`src/rtl/sd_cmd_sequencer.sv`:
```
// sd_cmd_sequencer: SD SPI-mode command framer and R1 response poller.
// Presents the 6-byte command frame to an external SPI byte engine, then
// sends 0xFF poll bytes until an R1 byte (bit 7 clear) arrives or
// POLL_LIMIT polls have gone unanswered.
// Optional build macro SD_CMD_CRC_GEN_EN: when defined, the CRC7 in byte 6
// is generated internally from the latched index/argument and cmd_crc is
// ignored. When undefined, cmd_crc is used as supplied.
module sd_cmd_sequencer #(
  parameter int POLL_LIMIT = 8
) (
  input  logic        MasterCLK,
  input  logic        Reset,
  input  logic        cmd_start,
  input  logic [5:0]  cmd_index,
  input  logic [31:0] cmd_arg,
  input  logic [6:0]  cmd_crc,
  output logic        busy,
  output logic        done,
  output logic [7:0]  resp,
  output logic        timeout,
  output logic [7:0]  OuputDataRegister,
  output logic        SPI_EnableRegister,
  input  logic [7:0]  InputDataRegister,
  input  logic        DataClockRegister
);

  localparam logic [1:0] IDLE   = 2'd0;
  localparam logic [1:0] SEND   = 2'd1;
  localparam logic [1:0] POLL   = 2'd2;
  localparam logic [1:0] FINISH = 2'd3;

  // Index of the last frame byte and of the last permitted poll.
  localparam logic [2:0] LAST_BYTE = 3'd5;
  localparam logic [7:0] POLL_LAST = 8'(POLL_LIMIT - 1);

  // Registered state
  logic [1:0]  r_state;
  logic [2:0]  r_byte_cnt;
  logic [7:0]  r_poll_cnt;
  logic [5:0]  r_index;
  logic [31:0] r_arg;
  logic [6:0]  r_crc;
  logic        r_dclk_prev;
  logic [7:0]  r_out;
  logic        r_en;
  logic        r_busy;
  logic        r_done;
  logic [7:0]  r_resp;
  logic        r_timeout;

  // Next-state values
  logic [1:0]  w_state_next;
  logic [2:0]  w_byte_cnt_next;
  logic [7:0]  w_poll_cnt_next;
  logic [5:0]  w_index_next;
  logic [31:0] w_arg_next;
  logic [6:0]  w_crc_next;
  logic [7:0]  w_out_next;
  logic        w_en_next;
  logic        w_busy_next;
  logic        w_done_next;
  logic [7:0]  w_resp_next;
  logic        w_timeout_next;

  logic        w_fall;
  logic [6:0]  w_crc_sel;

  // CRC7, generator x^7 + x^3 + 1, zero initial value, MSB first.
  function automatic logic [6:0] crc7_calc(input logic [39:0] data);
    logic [6:0] c;
    logic       fb;
    c = 7'd0;
    for (int i = 39; i >= 0; i--) begin
      fb = data[i] ^ c[6];
      c  = {c[5:0], 1'b0};
      if (fb) begin
        c = c ^ 7'h09;
      end
    end
    return c;
  endfunction

  // Frame byte selected by position: start/index, 4 argument bytes, CRC/stop.
  function automatic logic [7:0] frame_byte(
    input logic [2:0]  sel,
    input logic [5:0]  idx,
    input logic [31:0] arg,
    input logic [6:0]  crc
  );
    logic [7:0] b;
    case (sel)
      3'd0:    b = {2'b01, idx};
      3'd1:    b = arg[31:24];
      3'd2:    b = arg[23:16];
      3'd3:    b = arg[15:8];
      3'd4:    b = arg[7:0];
      3'd5:    b = {crc, 1'b1};
      default: b = 8'hFF;
    endcase
    return b;
  endfunction

`ifdef SD_CMD_CRC_GEN_EN
  // CRC is derived from the live inputs so it is ready at the accept edge.
  logic w_unused_cmd_crc;
  assign w_unused_cmd_crc = ^cmd_crc;
  assign w_crc_sel = crc7_calc({2'b01, cmd_index, cmd_arg});
`else
  assign w_crc_sel = cmd_crc;
`endif

  // A byte completes when the strobe was high last cycle and is low now.
  assign w_fall = r_dclk_prev & ~DataClockRegister;

  // Next-state and next-output decode for the sequencer.
  always_comb begin
    w_state_next    = r_state;
    w_byte_cnt_next = r_byte_cnt;
    w_poll_cnt_next = r_poll_cnt;
    w_index_next    = r_index;
    w_arg_next      = r_arg;
    w_crc_next      = r_crc;
    w_out_next      = 8'hFF;
    w_en_next       = 1'b0;
    w_busy_next     = 1'b0;
    w_done_next     = 1'b0;
    w_resp_next     = r_resp;
    w_timeout_next  = r_timeout;

    case (r_state)
      IDLE: begin
        w_byte_cnt_next = 3'd0;
        w_poll_cnt_next = 8'd0;
        if (cmd_start) begin
          w_index_next    = cmd_index;
          w_arg_next      = cmd_arg;
          w_crc_next      = w_crc_sel;
          w_timeout_next  = 1'b0;
          w_state_next    = SEND;
          w_busy_next     = 1'b1;
          w_en_next       = 1'b1;
          w_out_next      = {2'b01, cmd_index};
        end
      end

      SEND: begin
        w_busy_next = 1'b1;
        w_en_next   = 1'b1;
        w_out_next  = frame_byte(r_byte_cnt, r_index, r_arg, r_crc);
        // Whatever the engine shifts in while the frame goes out is dropped.
        if (w_fall) begin
          if (r_byte_cnt == LAST_BYTE) begin
            w_state_next    = POLL;
            w_poll_cnt_next = 8'd0;
            w_out_next      = 8'hFF;
          end else begin
            w_byte_cnt_next = r_byte_cnt + 3'd1;
            w_out_next      = frame_byte(r_byte_cnt + 3'd1, r_index, r_arg, r_crc);
          end
        end
      end

      POLL: begin
        w_busy_next = 1'b1;
        w_en_next   = 1'b1;
        if (w_fall) begin
          if (!InputDataRegister[7]) begin
            w_resp_next  = InputDataRegister;
            w_state_next = FINISH;
            w_busy_next  = 1'b0;
            w_en_next    = 1'b0;
            w_done_next  = 1'b1;
          end else if (r_poll_cnt == POLL_LAST) begin
            w_resp_next    = 8'hFF;
            w_timeout_next = 1'b1;
            w_state_next   = FINISH;
            w_busy_next    = 1'b0;
            w_en_next      = 1'b0;
            w_done_next    = 1'b1;
          end else begin
            w_poll_cnt_next = r_poll_cnt + 8'd1;
          end
        end
      end

      FINISH: begin
        // done is high for exactly this one cycle; strobes here are ignored.
        w_state_next    = IDLE;
        w_byte_cnt_next = 3'd0;
        w_poll_cnt_next = 8'd0;
      end

      default: begin
        w_state_next = IDLE;
      end
    endcase
  end

  // Strobe history register for falling-edge detection.
  always_ff @(posedge MasterCLK or negedge Reset) begin
    if (!Reset) begin
      r_dclk_prev <= 1'b0;
    end else begin
      r_dclk_prev <= DataClockRegister;
    end
  end

  // Sequencer state, counters and latched command fields.
  always_ff @(posedge MasterCLK or negedge Reset) begin
    if (!Reset) begin
      r_state    <= IDLE;
      r_byte_cnt <= 3'd0;
      r_poll_cnt <= 8'd0;
      r_index    <= 6'd0;
      r_arg      <= 32'd0;
      r_crc      <= 7'd0;
    end else begin
      r_state    <= w_state_next;
      r_byte_cnt <= w_byte_cnt_next;
      r_poll_cnt <= w_poll_cnt_next;
      r_index    <= w_index_next;
      r_arg      <= w_arg_next;
      r_crc      <= w_crc_next;
    end
  end

  // Registered outputs, so every output changes only on a clock edge.
  always_ff @(posedge MasterCLK or negedge Reset) begin
    if (!Reset) begin
      r_out     <= 8'hFF;
      r_en      <= 1'b0;
      r_busy    <= 1'b0;
      r_done    <= 1'b0;
      r_resp    <= 8'h00;
      r_timeout <= 1'b0;
    end else begin
      r_out     <= w_out_next;
      r_en      <= w_en_next;
      r_busy    <= w_busy_next;
      r_done    <= w_done_next;
      r_resp    <= w_resp_next;
      r_timeout <= w_timeout_next;
    end
  end

  assign OuputDataRegister  = r_out;
  assign SPI_EnableRegister = r_en;
  assign busy               = r_busy;
  assign done               = r_done;
  assign resp               = r_resp;
  assign timeout            = r_timeout;

endmodule

```
`config.mk`:
```
export PLATFORM = sky130hd
export DESIGN_NAME = sd_cmd_sequencer
export DESIGN_NICKNAME = d
export VERILOG_FILES = /design/src/rtl/sd_cmd_sequencer.sv
export SDC_FILE = /design/constraint.sdc
export NUM_CORES = 1
export LEC_CHECK = 0
export BUFFER_PORTS_ARGS = -buffer_cell sky130_fd_sc_hd__buf_2
export CAP_MARGIN = 20
export CELL_PAD_IN_SITES_DETAIL_PLACEMENT = 1
export CELL_PAD_IN_SITES_GLOBAL_PLACEMENT = 2
export CORE_UTILIZATION = 25
export CTS_CLUSTER_DIAMETER = 100
export DETAILED_ROUTE_END_ITERATION = 12
export PLACE_DENSITY = 0.63
export SKIP_CTS_REPAIR_TIMING = 1
export SLEW_MARGIN = 10
export SYNTH_ARGS = -nofsm -noshare
export SYNTH_HDL_FRONTEND = slang
export SYNTH_SLANG_ARGS = --single-unit
```
`constraint.sdc`:
```
create_clock -name MasterCLK -period 2.44 [get_ports MasterCLK]
set_input_delay 0.61 -clock MasterCLK [delete_from_list [all_inputs] [get_ports MasterCLK]]
set_output_delay 0.61 -clock MasterCLK [all_outputs]
set_load 0.005 [all_outputs]
```
==> out/qor.yml, run 1 <==
crit_fanout: 10
core-area_um2: 15400
leakagePower_nw: 2.17
postSynthCellCount: 362
status: "complete, no violations"
mostFrequentLayoutCells: "buf_2, dfrtp_1, mux2_2"
n_antenna_cell: 0
drt_first_iter_violations: 196
async_flop_share_pct: 100
yosysTopAreaCellShare_pct: 43.6
criticalPathCategory: "reg -> reg"
ys_types: 48
drive_above_1_share_pct: 38.0
cp_data_required_time_ns: 2.68
clock-sinks: 78
finalNonFillerCells: 661
pwr_density_cell_nw_per_um2: 1160
seq_area_frac_synth_pct: 48.9
grt_pass1_wl_um: 19300
grt_overflow: 0
nets: 514
path_clk_slew_ns: 0.06
root_buffer: "clkbuf_16"
hp-class: "in -> async"
synth_area_um2: 4010
clock_skew_ns: 0.00603
gr-usage-all-layers_pct: 15.4
cap_violations: 0
synth_edf_count: 0
yosys_warnings: 0
syn-num-nets: 431
syn_area_per_cell_um2: 11.1
row_count: 45
setup_violations: 0
p_int_mw: 3.75
hold_viol: 0
initial_core_util_pct: 26.0
routedWlPerCell_um: 17.8
synthTopCellsByArea: "dfrtp_1, mux2_2, dfstp_2, a21oi_1, ha_1"
cp_num_buf_inv: 0
fp.dieW_um: 129
portBuffers: 76
gp_congestion: 0.742
tritoncts: "done"
fmax_ghz: 0.443
grt_max_degree: 48
slew_viol_final: 0
drt_wl_total_um: 11800
crit_path_start_kind: "register"
crit_family: "adder cells"
synth-seq-cells: 78
slew-limit-headroom_pct: 55.9
worstMarginPinSlew_ns: 0.662
cp.arrival_ns: 2.49
ir_drop_v: 0.000506
cts-htree-levels: 3
cp_slowest_cell: "dfrtp_1"
fin_crit_sh_pct: 92.4
cts_buffers: 9
finalCriticalPeriod_ns: 2.26
routed_via_density: 5.01
worstPathCellList: "ha_1 -> ha_1 -> mux2i_1 -> o22ai_1 -> o41ai_1 -> o221ai_1"
yosys.area.top_type: "dfrtp_1"
p_switching_mw: 2.10
die_h_um: 129
synth_flop_cell: "dfrtp_1"
clk_path_buf_depth: 2
clk_latency_ns: 0.34
clkPwrFrac_pct: 21.7
pin_count: 77
ant_nets: 0
multi_input_area_um2: 1890
die-area_um2: 16600
grt_pass1_vias: 3526
layout_commonest_cell: "buf_2"
report.power.total_mw: 5.85
crit_path_end_kind: "register"
nFillCells: 1750
drcViolationCount: 0
rsz0062_at_grt: "no"
combPwrFrac_pct: 38.1
critPathMaxStageDelay_ns: 0.50
seq_area_um2: 1960
swShare_pct: 35.9
area_growth_pct: 25.2
dp_hpwl_um: 8270
finalSetupTns_ns: 0
dr_total_vias: 3313
antenna_found_initial: 0
power_frac_seq_pct: 40.2
path_common_cell: "ha_1"
dr.pass1.iters: 4
placed_cells: 645
==> path summary, 6_finish.rpt <==
check,depth (start not counted),slack (ns),startpoint,to
worst max-delay path,6,0.18,r_byte_cnt[1]$_DFFE_PN0P_,OuputDataRegister[0]$_DFF_PN1_
worst min-delay path,1,0.28,Reset,resp[7]$_DFFE_PN0P_
worst max register to register,6,0.18,r_byte_cnt[1]$_DFFE_PN0P_,OuputDataRegister[0]$_DFF_PN1_
worst min register to register,1,0.50,resp[7]$_DFFE_PN0P_,resp[7]$_DFFE_PN0P_
max in group asynchronous,2,1.51,Reset,OuputDataRegister[5]$_DFF_PN1_
min in group MasterCLK,1,0.41,DataClockRegister,r_dclk_prev$_DFF_PN0_
==> flip-flops by register name (all words and copies together) (netlist names) <==
register	flops
busy	1
resp	8
r_index	6
r_poll_cnt	8
done	1
OuputDataRegister	8
r_dclk_prev	1
r_arg	32
r_state	2
r_byte_cnt	3
r_crc	7
timeout	1
==> cell type report <==
class | instances | share of cell area [%]
flip-flops and latches | 78 | 39.1
clock buffers | 13 | 5.18
clock inverters | 3 | 0.374
multi-input cells | 247 | 37.7
inverters | 11 | 0.822
repair buffers | 98 | 11.7
well taps | 211 | 5.26
==> metal layers <==
metal  up-vias  track usage [%]  part of all wire [%]
met5         -                0                     0
li1       1552                -                     -
met2        75             25.7                    48
met3        13             3.62                   4.1
met4         0             5.54                   1.8
met1      1673             19.3                    46
==> cell families after synthesis <==
kind of cell	synth area share, %
mux	14.7
compound gates	20.1
buf+inv	4.02
fa+ha+maj	3.74
simple gates	8.54
flops	48.9
==> cell usage after synthesis, drive strengths merged (2+ instances only) <==
cell,number
a221o,4
and2,3
a221oi,8
a31oi,5
o211ai,2
o221ai,3
mux2,48
buf,9
dfstp,8
clkbuf,17
nor2,22
o31ai,9
nor2b,4
nand4,3
ha,12
nand2,10
nand3,5
and3,3
o21ai,12
or4,6
a21oi,33
mux2i,5
a2111oi,2
nand2b,2
a211oi,3
a21boi,3
a222oi,6
o22ai,5
a22o,3
a22oi,15
inv,10
dfrtp,70
==> power groups by stage <==
| stage | clock network [mW] | registers (mW) | logic, mW |
|---|---|---|---|
| after floorplan | 0 | 2.20 | 1.55 |
| after CTS | 1.32 | 2.36 | 2.26 |
| after global placement | 0 | 2.36 | 2.21 |
| after detailed placement | 0 | 2.38 | 2.25 |
| after global routing | 1.35 | 2.43 | 2.51 |
| final | 1.27 | 2.35 | 2.23 |
==> through the flow <==
stage / util, % / worst slack, ns / area [um2] / hold slack (ns)
floorplan: - / 0.390 / 4010 / 0.314
global placement: 30.8 / 0.258 / 4740 / 0.490
detailed placement: 30.8 / 0.235 / 4740 / 0.495
CTS: 32.6 / 0.221 / 5020 / 0.310
global route: 32.6 / 0.0963 / 5020 / 0.335
finish: 32.6 / 0.185 / 5020 / 0.284
Power figures use the tool's default switching activity.
==> inputs of run 2 (changes only) <==
--- a/config.mk
+++ b/config.mk
@@ -13,6 +13,7 @@
 export CTS_CLUSTER_DIAMETER = 100
 export DETAILED_ROUTE_END_ITERATION = 12
 export PLACE_DENSITY = 0.63
+export REMOVE_ABC_BUFFERS = 1
 export SKIP_CTS_REPAIR_TIMING = 1
 export SLEW_MARGIN = 10
 export SYNTH_ARGS = -nofsm -noshare
==> out/qor.yml, run 2 (synthesis results as in run 1) <==
cp.arrival_ns: 2.48  # was 2.49 ns
cts_buffers: 9  # unchanged
drt_wl_total_um: 11900  # was 11800 um
layout_commonest_cell: "buf_2"  # unchanged
setup_violations: 0  # unchanged
hp-class: "in -> async"  # unchanged
portBuffers: 76  # unchanged
cp-startpoint: "r_byte_cnt[1]$_DFFE_PN0P_"  # unchanged
n_antenna_cell: 0  # unchanged
status: "complete, no violations"  # unchanged
die-area_um2: 16600  # unchanged
pin_count: 77  # unchanged
crit_path_end: "r_poll_cnt[3]$_DFFE_PN0P_"  # was OuputDataRegister[0]$_DFF_PN1_
seq_area_um2: 1960  # about the same
postLayoutCoreUtil_pct: 33.0  # was 32.6%
cp_data_required_time_ns: 2.70  # was 2.68 ns
largest-register: "r_arg"  # unchanged
routedWlPerCell_um: 17.9  # was 17.8 um
reg2reg_slack_ns: 0.22  # was 0.18 ns
criticalPathCategory: "reg -> reg"  # unchanged
tritoncts: "done"  # unchanged
regToRegStartpoint: "r_byte_cnt[1]$_DFFE_PN0P_"  # unchanged
slew-limit-headroom_pct: 56.7  # was 55.9%
row_count: 45  # unchanged
area_growth_pct: 26.7  # was 25.2%
mostFrequentLayoutCells: "buf_2, dfrtp_1, mux2_2"  # unchanged
worstMarginPinSlew_ns: 0.649  # was 0.662 ns
crit_fanout: 12  # was 10
rsz0062_at_grt: "no"  # unchanged
drive_above_1_share_pct: 38.9  # was 38.0%
slew_viol_final: 0  # unchanged
dp_hpwl_um: 8530  # was 8270 um
hold_viol: 0  # unchanged
die_h_um: 129  # unchanged
clk_latency_ns: 0.34  # about the same
multi_input_area_um2: 1890  # unchanged
grt_max_degree: 34  # was 48
largest_reg_flops: 32  # unchanged
leakagePower_nw: 2.20  # was 2.17 nW
crit_path_start_kind: "register"  # unchanged
cap_violations: 0  # unchanged
reg2regPathDepth: 7  # was 6
nets: 516  # was 514
r2r-end: "r_poll_cnt[3]$_DFFE_PN0P_"  # was OuputDataRegister[0]$_DFF_PN1_
dr_total_vias: 3325  # was 3313
drt_first_iter_violations: 163  # was 196
core-area_um2: 15400  # unchanged
antenna_found_initial: 0  # unchanged
grt_pass1_vias: 3540  # was 3526
cts-htree-levels: 3  # unchanged
ant_nets: 0  # unchanged
clock_skew_ns: 0.00565  # was 0.00603 ns
fmax_ghz: 0.450  # was 0.443 GHz
grt_pass1_wl_um: 19600  # was 19300 um
fin_crit_sh_pct: 91.0  # was 92.4%
gr-usage-all-layers_pct: 15.8  # was 15.4%
root_buffer: "clkbuf_16"  # unchanged
ir_drop_v: 0.000518  # was 0.000506 V
routed_via_density: 5.02  # was 5.01
nFillCells: 1746  # was 1750
path_clk_slew_ns: 0.06  # about the same
initial_core_util_pct: 26.0  # unchanged
pwr_density_cell_nw_per_um2: 1190  # was 1160 nW/um2
finalSetupTns_ns: 0  # unchanged
dr.pass1.iters: 5  # was 4
clock-sinks: 78  # unchanged
gp_congestion: 0.749  # was 0.742
crit_path_end_kind: "register"  # unchanged
finalCriticalPeriod_ns: 2.22  # was 2.26 ns
fp.dieW_um: 129  # unchanged
grt_overflow: 0  # unchanged
clk_path_buf_depth: 2  # unchanged
drcViolationCount: 0  # unchanged
## run 2: cell types whose count changed in the layout (fill, tap and decap cells not counted), sizes merged
cell,previous run,this run
clkbuf,13,10
clkinv,4,3
buf,98,100
bufinv,0,2
clkinvlp,0,2
## run 2: final cells by class
class                   count  share of cell area, %
repair buffers            100                   11.8
multi-input cells         247                   37.2
flip-flops and latches     78                   38.6
clock inverters             6                   1.67
well taps                 211                   5.19
clock buffers              10                   4.70
inverters                  11                  0.812
## run 2: how the worst min path moves through the flow
stage	end	slack [ns]	cells after the start
6_report	r_poll_cnt[5]$_DFFE_PN0P_	0.20	1
3_3_place_gp	resp[7]$_DFFE_PN0P_	0.49	1
5_1_grt	r_poll_cnt[5]$_DFFE_PN0P_	0.23	1
4_1_cts	r_poll_cnt[5]$_DFFE_PN0P_	0.20	1
2_1_floorplan	busy$_DFF_PN0_	0.31	0
3_5_place_dp	resp[7]$_DFFE_PN0P_	0.50	1
## run 2: worst max-delay path, cell delays in order, from the launching register on
cell and delay (ns):
dfrtp_2 0.49, inv_1 0.14, ha_1 0.25, a21boi_0 0.11
o22a_1 0.27, buf_4 0.21, or4_1 0.48, a21oi_1 0.19
## run 2: power by group
| group | total (mW) | internal [mW] | switching, mW |
|---|---|---|---|
| combinational | 2.28 | 1.15 | 1.13 |
| clock | 1.47 | 0.920 | 0.548 |
| sequential | 2.33 | 1.88 | 0.444 |
| total | 6.07 | 3.95 | 2.12 |
## run 2: per-layer routing
| metal | up-vias | GRT usage (%) | part of all wire [%] |
|---|---|---|---|
| met5 | - | 0 | 0 |
| met2 | 95 | 25.4 | 48 |
| met1 | 1655 | 20.5 | 46 |
| met3 | 21 | 3.12 | 3.9 |
| met4 | 0 | 6.85 | 2.2 |
| li1 | 1554 | - | - |
## run 2: per-stage QoR
| step | hold WS [ns] | setup slack, ns | area, um2 | std cells | total power [mW] |
|---|---|---|---|---|---|
| floorplan | 0.314 | 0.0437 | 3890 | 336 | 3.69 |
| detailed placement | 0.496 | 0.196 | 4760 | 647 | 4.65 |
| global placement | 0.488 | 0.286 | 4760 | 647 | 4.59 |
| CTS | 0.204 | 0.172 | 5080 | 663 | 6.16 |
| finish | 0.201 | 0.219 | 5080 | 663 | 6.07 |
| global route | 0.227 | 0.0168 | 5080 | 663 | 6.53 |
==> inputs of run 3 (changes only) <==
--- a/config.mk
+++ b/config.mk
@@ -10,11 +10,11 @@
 export CELL_PAD_IN_SITES_DETAIL_PLACEMENT = 1
 export CELL_PAD_IN_SITES_GLOBAL_PLACEMENT = 2
 export CORE_UTILIZATION = 25
+export CTS_BUF_LIST = sky130_fd_sc_hd__clkbuf_2 sky130_fd_sc_hd__clkbuf_4 sky130_fd_sc_hd__clkbuf_8
 export CTS_CLUSTER_DIAMETER = 100
 export DETAILED_ROUTE_END_ITERATION = 12
 export PLACE_DENSITY = 0.63
 export REMOVE_ABC_BUFFERS = 1
-export SKIP_CTS_REPAIR_TIMING = 1
 export SLEW_MARGIN = 10
 export SYNTH_ARGS = -nofsm -noshare
 export SYNTH_HDL_FRONTEND = slang
==> out/qor.yml, run 3 (synthesis results as in run 1) <==
p_switching_mw: 2.09  # was 2.12 mW
grt_pass1_wl_um: 19500  # was 19600 um
hp-class: "in -> async"  # unchanged
area_growth_pct: 24.2  # was 26.7%
cp_data_required_time_ns: 2.74  # was 2.70 ns
pin_count: 77  # unchanged
setup_violations: 0  # unchanged
routedWlPerCell_um: 17.8  # was 17.9 um
rsz0062_at_grt: "no"  # unchanged
nFillCells: 1757  # was 1746
fin_crit_sh_pct: 90.0  # was 91.0%
reg2regPathDepth: 7  # unchanged
slew_viol_final: 0  # unchanged
grt_pass1_vias: 3549  # was 3540
swShare_pct: 36.5  # was 34.9%
cts_buffers: 9  # unchanged
r2r-end: "r_poll_cnt[3]$_DFFE_PN0P_"  # unchanged
root_buffer: "clkbuf_8"  # was clkbuf_16
row_count: 45  # unchanged
postLayoutCoreUtil_pct: 32.3  # was 33.0%
placed_cells: 647  # unchanged
die_h_um: 129  # unchanged
dp_slack_ns: 0.196  # unchanged
cp.arrival_ns: 2.49  # was 2.48 ns
drcViolationCount: 0  # unchanged
largest-register: "r_arg"  # unchanged
fmax_ghz: 0.455  # was 0.450 GHz
cap_violations: 0  # unchanged
gp_congestion: 0.749  # unchanged
setup_slack_ns: 0.244  # was 0.219 ns
crit_fanout: 12  # unchanged
ir_drop_v: 0.000466  # was 0.000518 V
routed_via_density: 5.02  # about the same
dr_total_vias: 3328  # was 3325
p_int_mw: 3.63  # was 3.95 mW
grt_overflow: 0  # unchanged
largest_reg_flops: 32  # unchanged
antenna_found_initial: 0  # unchanged
ant_nets: 0  # unchanged
hold_viol: 0  # unchanged
grt_max_degree: 34  # unchanged
finalSetupTns_ns: 0  # unchanged
crit_path_end_kind: "register"  # unchanged
gr-usage-all-layers_pct: 15.8  # about the same
initial_core_util_pct: 26.0  # unchanged
clkPwrFrac_pct: 19.5  # was 24.2%
report.power.total_mw: 5.72  # was 6.07 mW
slew-limit-headroom_pct: 69.9  # was 56.7%
seq_area_um2: 1960  # unchanged
tritoncts: "done"  # unchanged
cts-htree-levels: 3  # unchanged
finalCriticalPeriod_ns: 2.20  # was 2.22 ns
finalNonFillerCells: 663  # unchanged
cts_setup_buffers: 0
clk_latency_ns: 0.38  # was 0.34 ns
crit_path_start_kind: "register"  # unchanged
power_frac_seq_pct: 40.6  # was 38.3%
n_antenna_cell: 0  # unchanged
nets: 516  # unchanged
portBuffers: 76  # unchanged
worstMarginPinSlew_ns: 0.441  # was 0.649 ns
drt_wl_total_um: 11800  # was 11900 um
status: "complete, no violations"  # unchanged
clk_path_buf_depth: 2  # unchanged
clock-sinks: 78  # unchanged
holdBufCountCts: 0
fp.dieW_um: 129  # unchanged
drt_first_iter_violations: 136  # was 163
dp_hpwl_um: 8530  # unchanged
holdWs_ns: 0.153  # was 0.201 ns
finalInstanceArea_um2: 4990  # was 5080 um2
layout_commonest_cell: "buf_2"  # unchanged
dr.pass1.iters: 6  # was 5
pwr_density_cell_nw_per_um2: 1150  # was 1190 nW/um2
drive_above_1_share_pct: 39.2  # was 38.9%
criticalPathCategory: "reg -> reg"  # unchanged
leakagePower_nw: 2.15  # was 2.20 nW
multi_input_area_um2: 1890  # about the same
clock_skew_ns: 0.0114  # was 0.00565 ns
dpl_cell_area_um2: 4760  # unchanged
path_clk_slew_ns: 0.09  # was 0.06 ns
die-area_um2: 16600  # unchanged
mostFrequentLayoutCells: "buf_2, dfrtp_1, mux2_2"  # unchanged
regToRegStartpoint: "r_byte_cnt[1]$_DFFE_PN0P_"  # unchanged
reg2reg_slack_ns: 0.24  # was 0.22 ns
combPwrFrac_pct: 39.9  # was 37.5%
core-area_um2: 15400  # unchanged
## run 3: cell counts in the layout (fill, tap and decap cells not counted)
No cell type changed its count.
## run 3: per-layer routing
| layer | wire length [um] | vias up | GRT usage, % | part of all wire [%] |
|---|---|---|---|---|
| li1 | - | 1553 | - | - |
| met1 | 5390 | 1653 | 20.3 | 46 |
| met2 | 5650 | 102 | 25.4 | 48 |
| met3 | 522 | 20 | 3.37 | 4.4 |
| met4 | 262 | 0 | 6.92 | 2.2 |
| met5 | 0 | - | 0 | 0 |
## run 3: power by group through the flow
stage	clock (mW)	sequential [mW]	combinational (mW)
after floorplan	0	2.20	1.49
after global placement	0	2.34	2.25
after detailed placement	0	2.35	2.30
after CTS	1.16	2.33	2.31
after global routing	1.21	2.41	2.55
final	1.11	2.32	2.28
## run 3: timing repair
action	in CTS	in global routing
endpoints found under the hold margin	0	0
gates resized for setup	0	2
endpoints found under the setup margin	0	1
## run 3: critical path, cell delays in order (launching register included)
cell and delay (ns):
dfrtp_2 0.49, inv_1 0.13, ha_1 0.25, a21boi_0 0.11, o22a_1 0.27, buf_4 0.21, or4_1 0.47, a21oi_1 0.18
## run 3: cell type report
class	instances	share of cell area [%]
timing repair buffer	100	12.0
inverter	11	0.828
clock buffer	10	2.76
clock inverter	6	1.71
sequential	78	39.4
tap	211	5.29
multi-input combinational	247	38.0
## run 3: how the worst max path moves through the flow
stage	endpoint	depth (start not counted)	slack, ns	start
2_1_floorplan	r_arg[0]$_DFFE_PN0P_	4	0.04	r_state[0]$_DFFE_PN0P_
3_3_place_gp	OuputDataRegister[0]$_DFF_PN1_	6	0.29	r_byte_cnt[1]$_DFFE_PN0P_
3_5_place_dp	OuputDataRegister[0]$_DFF_PN1_	6	0.20	r_byte_cnt[1]$_DFFE_PN0P_
4_1_cts	OuputDataRegister[0]$_DFF_PN1_	6	0.17	r_byte_cnt[1]$_DFFE_PN0P_
5_1_grt	r_poll_cnt[3]$_DFFE_PN0P_	7	0.04	r_byte_cnt[1]$_DFFE_PN0P_
6_report	r_poll_cnt[3]$_DFFE_PN0P_	7	0.24	r_byte_cnt[1]$_DFFE_PN0P_
